### config.mk
export PLATFORM = sky130hd
export DESIGN_NAME = tcam_lookup_sched
export DESIGN_NICKNAME = d
export VERILOG_FILES = /design/src/rtl/tcam_lookup_sched.sv
export SDC_FILE = /design/constraint.sdc
export NUM_CORES = 1
export LEC_CHECK = 0
export ABC_AREA = 0
export BUFFER_PORTS_ARGS = -buffer_cell sky130_fd_sc_hd__buf_4
export CAP_MARGIN = 20
export CORE_AREA = 2 2 217 219
export CTS_BUF_LIST = sky130_fd_sc_hd__clkbuf_16
export DETAILED_ROUTE_END_ITERATION = 10
export DIE_AREA = 0 0 219 221
export GPL_ROUTABILITY_DRIVEN = 0
export SLEW_MARGIN = 10
export SYNTH_ARGS = -nofsm -noshare
export SYNTH_HDL_FRONTEND = slang
export SYNTH_SLANG_ARGS = --single-unit
### constraint.sdc
create_clock -name clk -period 10.9 [get_ports clk]
set_input_delay 2.18 -clock clk [delete_from_list [all_inputs] [get_ports clk]]
set_output_delay 2.18 -clock clk [all_outputs]
set_load 0.05 [all_outputs]
### src/rtl/tcam_lookup_sched.sv
// Front-end scheduler for the TCAM search pipeline.
// Round-robin arbitration of search keys, a fixed-latency tag line that steers
// results back to their requester, and a drain/grant handshake for table updates.
module tcam_lookup_sched #(
  parameter int unsigned NREQ   = 4,
  parameter int unsigned KWID   = 104,
  parameter int unsigned IDWID  = 8,
  parameter int unsigned LAT    = 7,
  parameter int unsigned MAXOUT = 4
) (
  input  logic                   clk,
  input  logic                   rst,
  input  logic [NREQ-1:0]        i_req_valid,
  input  logic [NREQ*KWID-1:0]   i_req_key,
  output logic [NREQ-1:0]        o_req_ready,
  output logic                   o_srch_valid,
  output logic [KWID-1:0]        o_srch_key,
  input  logic                   i_res_valid,
  input  logic [IDWID-1:0]       i_res_ruleid,
  output logic [NREQ-1:0]        o_rsp_valid,
  output logic                   o_rsp_hit,
  output logic [IDWID-1:0]       o_rsp_ruleid,
  input  logic                   i_upd_req,
  output logic                   o_upd_gnt,
  output logic                   o_idle
);

  localparam int unsigned IW = (NREQ > 1) ? $clog2(NREQ) : 1;
  localparam int unsigned CW = $clog2(MAXOUT + 1);
  localparam logic [CW-1:0] OUT_MAX  = CW'(MAXOUT);
  localparam logic [IW-1:0] IDX_LAST = IW'(NREQ - 1);

  typedef enum logic [1:0] {StRun, StDrain, StUpd} state_e;

  state_e            r_state;
  state_e            w_state_d;
  logic              r_upd_gnt;
  logic [IW-1:0]     r_ptr;
  logic [CW-1:0]     r_outst [NREQ];

  logic              r_srch_valid;
  logic [KWID-1:0]   r_srch_key;
  logic [IW-1:0]     r_srch_idx;

  logic [LAT-1:0]    r_dl_vld;
  logic [IW-1:0]     r_dl_idx [LAT];

  logic              w_arb_en;
  logic              w_idle;
  logic              w_tail_vld;
  logic [NREQ-1:0]   w_elig;
  logic [NREQ-1:0]   w_gnt_oh;
  logic [IW-1:0]     w_gnt_idx;
  logic              w_gnt_any;
  logic [KWID-1:0]   w_gnt_key;
  logic [NREQ-1:0]   w_ret_oh;

  // Pipeline is empty once neither the issue register nor the tag line holds a search.
  assign w_idle     = ~(|r_dl_vld) & ~r_srch_valid;
  assign w_tail_vld = r_dl_vld[LAT-1];
  // A pending update request blocks grants even in the cycle it first appears.
  assign w_arb_en   = (r_state == StRun) & ~i_upd_req & ~rst;

  // Requester eligibility: key offered and in-flight budget not exhausted.
  always_comb begin
    w_elig = '0;
    for (int unsigned i = 0; i < NREQ; i++) begin
      w_elig[i] = i_req_valid[i] & (r_outst[i] < OUT_MAX);
    end
  end

  // Round-robin pick: first eligible requester at or after the pointer.
  always_comb begin
    int unsigned v_idx;
    w_gnt_oh  = '0;
    w_gnt_idx = '0;
    w_gnt_any = 1'b0;
    w_gnt_key = '0;
    v_idx     = 0;
    for (int unsigned k = 0; k < NREQ; k++) begin
      v_idx = 32'(r_ptr) + k;
      if (v_idx >= NREQ) v_idx = v_idx - NREQ;
      if (!w_gnt_any && w_arb_en && w_elig[v_idx[IW-1:0]]) begin
        w_gnt_any = 1'b1;
        w_gnt_idx = v_idx[IW-1:0];
      end
    end
    if (w_gnt_any) w_gnt_oh[w_gnt_idx] = 1'b1;
    for (int unsigned i = 0; i < NREQ; i++) begin
      if (w_gnt_oh[i]) w_gnt_key = i_req_key[i*KWID +: KWID];
    end
  end

  // Decode the returning tag into a one-hot requester strobe.
  always_comb begin
    w_ret_oh = '0;
    if (w_tail_vld) w_ret_oh[r_dl_idx[LAT-1]] = 1'b1;
  end

  // Issue register: accepted key is presented to the pipeline one cycle later.
  always_ff @(posedge clk) begin
    if (rst) begin
      r_srch_valid <= 1'b0;
      r_srch_key   <= '0;
      r_srch_idx   <= '0;
    end else begin
      r_srch_valid <= w_gnt_any;
      r_srch_idx   <= w_gnt_idx;
      if (w_gnt_any) r_srch_key <= w_gnt_key;
    end
  end

  // Tag line: tail lines up with the priority engine result for each issue.
  always_ff @(posedge clk) begin
    if (rst) begin
      r_dl_vld <= '0;
      for (int unsigned s = 0; s < LAT; s++) r_dl_idx[s] <= '0;
    end else begin
      r_dl_vld    <= {r_dl_vld[LAT-2:0], r_srch_valid};
      r_dl_idx[0] <= r_srch_idx;
      for (int unsigned s = 1; s < LAT; s++) r_dl_idx[s] <= r_dl_idx[s-1];
    end
  end

  // Per-requester in-flight counters; simultaneous grant and return cancel out.
  always_ff @(posedge clk) begin
    if (rst) begin
      for (int unsigned i = 0; i < NREQ; i++) r_outst[i] <= '0;
    end else begin
      for (int unsigned i = 0; i < NREQ; i++) begin
        if (w_gnt_oh[i] && !w_ret_oh[i]) begin
          r_outst[i] <= r_outst[i] + CW'(1);
        end else if (!w_gnt_oh[i] && w_ret_oh[i]) begin
          r_outst[i] <= r_outst[i] - CW'(1);
        end
      end
    end
  end

  // Round-robin pointer advances past the winner and holds otherwise.
  always_ff @(posedge clk) begin
    if (rst) begin
      r_ptr <= '0;
    end else if (w_gnt_any) begin
      r_ptr <= (w_gnt_idx == IDX_LAST) ? '0 : w_gnt_idx + IW'(1);
    end
  end

  // Update handshake state register; grant flag tracks entry into StUpd.
  always_ff @(posedge clk) begin
    if (rst) begin
      r_state   <= StRun;
      r_upd_gnt <= 1'b0;
    end else begin
      r_state   <= w_state_d;
      r_upd_gnt <= (w_state_d == StUpd);
    end
  end

  // Update handshake next state: abort back to StRun whenever the request drops.
  always_comb begin
    w_state_d = r_state;
    unique case (r_state)
      StRun:   if (i_upd_req) w_state_d = StDrain;
      StDrain: begin
        if (!i_upd_req)  w_state_d = StRun;
        else if (w_idle) w_state_d = StUpd;
      end
      StUpd:   if (!i_upd_req) w_state_d = StRun;
      default: w_state_d = StRun;
    endcase
  end

  // Outputs are forced to their reset values while rst is held.
  always_comb begin
    o_req_ready  = w_gnt_oh;
    o_srch_valid = r_srch_valid & ~rst;
    o_srch_key   = rst ? '0 : r_srch_key;
    o_rsp_valid  = rst ? '0 : w_ret_oh;
    o_rsp_hit    = 1'b0;
    o_rsp_ruleid = '0;
    if (w_tail_vld && !rst) begin
      o_rsp_hit    = i_res_valid;
      o_rsp_ruleid = i_res_valid ? i_res_ruleid : '0;
    end
    // Grant drops combinationally with the request so the updater sees release at once.
    o_upd_gnt    = r_upd_gnt & i_upd_req & ~rst;
    o_idle       = w_idle | rst;
  end

`ifndef SYNTHESIS
  // A result with no search at the tail means the pipeline latency is misconfigured.
  always_ff @(posedge clk) begin
    if (!rst) begin
      assert (!(i_res_valid && !w_tail_vld))
        else $error("tcam_lookup_sched: result returned with no search in flight");
    end
  end
`endif

endmodule

==> impl_metrics.prom <==
# TYPE chip_impl_metric gauge
chip_impl_metric{name="ir_worst_vdd",unit="mV"} 0.0733
chip_impl_metric{name="grt_antenna_before_repair",unit=""} 0
chip_impl_info{name="status",value="complete, no violations"} 1
chip_impl_metric{name="skew",unit="ns"} 0.0114
chip_impl_metric{name="final_layout_size_suffix_gt1_share",unit="%"} 36.7
chip_impl_metric{name="starting_density",unit="%"} 20.4
chip_impl_metric{name="routed-via-count",unit=""} 10900
chip_impl_metric{name="hold_path_depth",unit=""} 1
chip_impl_info{name="synth_flop_cell",value="dfxtp_1"} 1
chip_impl_metric{name="clk_latency",unit="ns"} 0.45
chip_impl_metric{name="cts-root-to-sink-buffers",unit=""} 2
chip_impl_info{name="worst_path_most_repeated_cell",value="buf_4"} 1
chip_impl_metric{name="holdBufCountCts",unit=""} 0
chip_impl_metric{name="cp.arrival",unit="ns"} 4.89
chip_impl_metric{name="layout.cells.non_filler",unit=""} 2347
chip_impl_metric{name="worst-r2r-cell-count",unit=""} 13
chip_impl_metric{name="path_buf_inv",unit=""} 3
chip_impl_metric{name="floorplan.rows",unit=""} 79
chip_impl_metric{name="drt-wirelength-per-cell",unit="um"} 17.5
chip_impl_metric{name="detail-route-antenna-nets",unit=""} 0
chip_impl_info{name="grt_setup_unrepaired",value="false"} 1
chip_impl_info{name="cts-root-buf",value="clkbuf_16"} 1
chip_impl_metric{name="proportion_of_power_drawn_by_combinational_gates",unit="%"} 31.6
chip_impl_info{name="min-delay-start",value="r_dl_idx[3][1]$_SDFF_PP0_"} 1
chip_impl_metric{name="placedCellCount",unit=""} 2315
chip_impl_metric{name="floorplan.die.height",unit="um"} 221
chip_impl_metric{name="synthCells",unit=""} 1265
chip_impl_info{name="r2r_end",value="r_srch_key[88]$_SDFFE_PP0N_"} 1
chip_impl_metric{name="fin_setup_tns",unit="ns"} 0
chip_impl_metric{name="timing.reg2reg.setup_slack",unit="ns"} 6.26
chip_impl_info{name="hold_path_end",value="r_dl_idx[4][1]$_SDFF_PP0_"} 1
chip_impl_metric{name="clk_transition_reported_paths",unit="ns"} 0.07
chip_impl_metric{name="timing.final.setup_violations",unit=""} 0
chip_impl_info{name="setup.worst_path.class",value="in2out"} 1
chip_impl_metric{name="dieWidth",unit="um"} 219
chip_impl_metric{name="io_buffers",unit=""} 555
chip_impl_metric{name="cts_post_setup_buffers_inserted",unit=""} 0
chip_impl_metric{name="hpwl_dp",unit="um"} 31100
chip_impl_metric{name="grt_max_degree",unit=""} 98
chip_impl_metric{name="p_leak",unit="nW"} 6.23
chip_impl_info{name="critical_path.startpoint_type",value="input port"} 1
chip_impl_metric{name="first_pass_iters",unit=""} 5
chip_impl_metric{name="floorplan.io_pins",unit=""} 556
chip_impl_metric{name="dr.first_iter.drc_count",unit=""} 806
chip_impl_info{name="cts_tree",value="done"} 1
chip_impl_metric{name="drc_violation_count_after_routing",unit=""} 0
chip_impl_metric{name="antenna_cells_inserted",unit=""} 0
chip_impl_info{name="hold_wc_path_type",value="reg2reg"} 1
chip_impl_metric{name="synth_edf_count",unit=""} 12
chip_impl_info{name="worst_setup_path_end_kind",value="output port"} 1
chip_impl_metric{name="timing.critical_path.fanout_max",unit=""} 55
chip_impl_metric{name="fmaxAchievable",unit="MHz"} 141
chip_impl_metric{name="first_global_vias",unit=""} 10700
chip_impl_metric{name="postSynthRegisterBits",unit=""} 145
chip_impl_metric{name="synth-warning-count",unit=""} 0
chip_impl_metric{name="report.final.hold_viol_count",unit=""} 0
chip_impl_metric{name="post_cts_repair_resize_count",unit=""} 0
chip_impl_metric{name="slew_headroom",unit="%"} 33.8
chip_impl_metric{name="total_clock_buffers_created_by_cts",unit=""} 17
chip_impl_info{name="layout.cells.most_common_list",value="567 x buf_4, 290 x a21oi_1, 133 x dfxtp_1"} 1
chip_impl_metric{name="switching_power",unit="uW"} 599
chip_impl_metric{name="grt_overflow",unit=""} 0
chip_impl_info{name="family_with_the_most_delay_on_the_worst_path",value="simple AND/OR/NAND/NOR gates"} 1
chip_impl_metric{name="mappedNetlistNets",unit=""} 1706
chip_impl_metric{name="clockPowerShare",unit="%"} 35.2
chip_impl_metric{name="clkSinkCount",unit=""} 145
chip_impl_metric{name="final_net_count",unit=""} 2168
chip_impl_metric{name="yosysSeqAreaShare",unit="%"} 32.1
chip_impl_metric{name="vias_per_cell",unit=""} 4.65
chip_impl_info{name="timing.critical_path.cells",value="buf_4, nor2b_1, or4_1, nand4_1, o21bai_1, o211ai_1, ha_4, nand2_1, inv_1, buf_4"} 1
chip_impl_metric{name="synthesis.area_per_instance",unit="um2"} 7.44
chip_impl_metric{name="htree_levels",unit=""} 4
chip_impl_metric{name="power.sequential.fraction",unit="%"} 33.2
chip_impl_metric{name="layout-area-overhead-vs-synth",unit="%"} 55.1
chip_impl_metric{name="crit_required",unit="ns"} 8.72
chip_impl_metric{name="postSynth.asyncResetShare",unit="%"} 0
chip_impl_metric{name="finalMaxSlewViolations",unit=""} 0
chip_impl_metric{name="yosys.cell_types.count",unit=""} 47
chip_impl_metric{name="worst_hold_slack",unit="ns"} 0.443
chip_impl_metric{name="drt-total-wl",unit="um"} 41000
chip_impl_metric{name="worst-slew-pin-transition",unit="ns"} 0.992
chip_impl_metric{name="grt.total_usage",unit="%"} 16.4
chip_impl_info{name="cp_slowest_cell",value="ha_4"} 1
chip_impl_info{name="mostFrequentLayoutCell",value="buf_4"} 1
chip_impl_metric{name="switching_share",unit="%"} 33.2
chip_impl_metric{name="design.die.area",unit="um2"} 48400
chip_impl_info{name="r2r-start",value="r_outst[1][2]$_SDFFCE_PN0P_"} 1
chip_impl_metric{name="p_int",unit="mW"} 1.21
chip_impl_metric{name="coreArea",unit="um2"} 46100
chip_impl_metric{name="synth.cell_area",unit="um2"} 9410
chip_impl_metric{name="final_min_period_over_clock_period",unit="%"} 64.9
chip_impl_metric{name="cellPowerDensity",unit="nW/um2"} 124
chip_impl_metric{name="crit_path_max_incr_delay",unit="ns"} 0.67
chip_impl_metric{name="cap_violations",unit=""} 0
chip_impl_metric{name="first_pass_grt_wire_length",unit="um"} 61500
chip_impl_metric{name="post-route-min-period",unit="ns"} 7.07
cell usage after synthesis (8+ instances only):
library cell  instances  area, um2
o21ai_1              57        285
dfxtp_1             133       2660
buf_2                26        130
nor2b_1             130        813
inv_1                13       48.8
and2_1                8       50.1
clkbuf_1             70        263
a21oi_1             290       1450
o21a_1              105        788
nand3b_1            105        788
nor2_1               13       48.8
edfxtp_1             12        360
a21oi_2              30        263
o21ai_0              59        295
buf_1                24       90.1
nand2_1             119        447
worst reg2reg max path, cell delays in order, from the launching register on:
cell      delay (ns)
edfxtp_1        0.43
nand2b_1        0.24
or4_1           0.49
nand4_1         0.15
o21bai_1        0.18
o211a_1         0.28
ha_4            0.60
buf_4           0.76
buf_4           0.60
nand3b_1        0.21
a21oi_1         0.08
a21oi_1         0.22
o21ai_1         0.15
o21a_1          0.17
through the flow:
step	power [mW]	instance area [um2]	utilization [%]	setup slack [ns]
after detailed placement	1.18	14000	30.3	3.86
after global placement	1.17	14000	30.3	3.97
after CTS	1.83	14600	31.7	3.85
final	1.81	14600	31.7	3.83
after floorplan	0.943	9410	-	4.30
after global routing	1.91	14600	31.7	3.63
routing by layer:
layer,up-vias,GRT usage [%],wire (um)
met5,-,0,0
met4,0,5.41,903
met3,59,3.56,2310
met2,399,28.1,20500
met1,5106,20.3,17300
li1,5343,-,-
logic make-up after synthesis:
kind of cell    after synthesis  synth area share (%)
compound gates              554                  34.0
simple gates                415                  25.9
mux                           1                 0.120
xor+xnor                      3                 0.279
flops                       145                  32.1
buf+inv                     138                  6.17
fa+ha+maj                     9                  1.44
flip-flops by register name, indices dropped and copies added, names as in the netlist:
register      count
r_srch_idx        2
r_ptr             2
r_dl_vld          7
r_srch_valid      1
r_srch_key      104
r_state           2
r_upd_gnt         1
r_outst          12
r_dl_idx         14
how the worst max path moves through the flow:
stage                         startpoint        endpoint  slack, ns  cells past startpoint
final                     i_req_valid[0]  o_req_ready[0]       3.83                     10
after global routing      i_req_valid[0]  o_req_ready[0]       3.63                     10
after CTS                 i_req_valid[0]  o_req_ready[0]       3.85                     10
after detailed placement  i_req_valid[0]  o_req_ready[0]       3.86                     10
after global placement    i_req_valid[0]  o_req_ready[0]       3.97                     10
after floorplan           i_req_valid[1]  o_req_ready[3]       4.30                      9
power by group through the flow:
stage | combinational, mW | clock [mW] | sequential, mW
after global placement | 0.564 | 0 | 0.611
after CTS | 0.573 | 0.662 | 0.600
final | 0.571 | 0.635 | 0.600
after global routing | 0.613 | 0.688 | 0.605
after floorplan | 0.336 | 0 | 0.608
after detailed placement | 0.570 | 0 | 0.612
layout make-up:
class,count,area [um2]
clock buffer,18,450
clock inverter,14,180
fill,4986,31500
inverter,14,55.1
multi-input combinational,982,5870
sequential,145,3020
tap,607,759
timing repair buffer,567,4260
No activity file was read; power rests on OpenSTA's default activity.
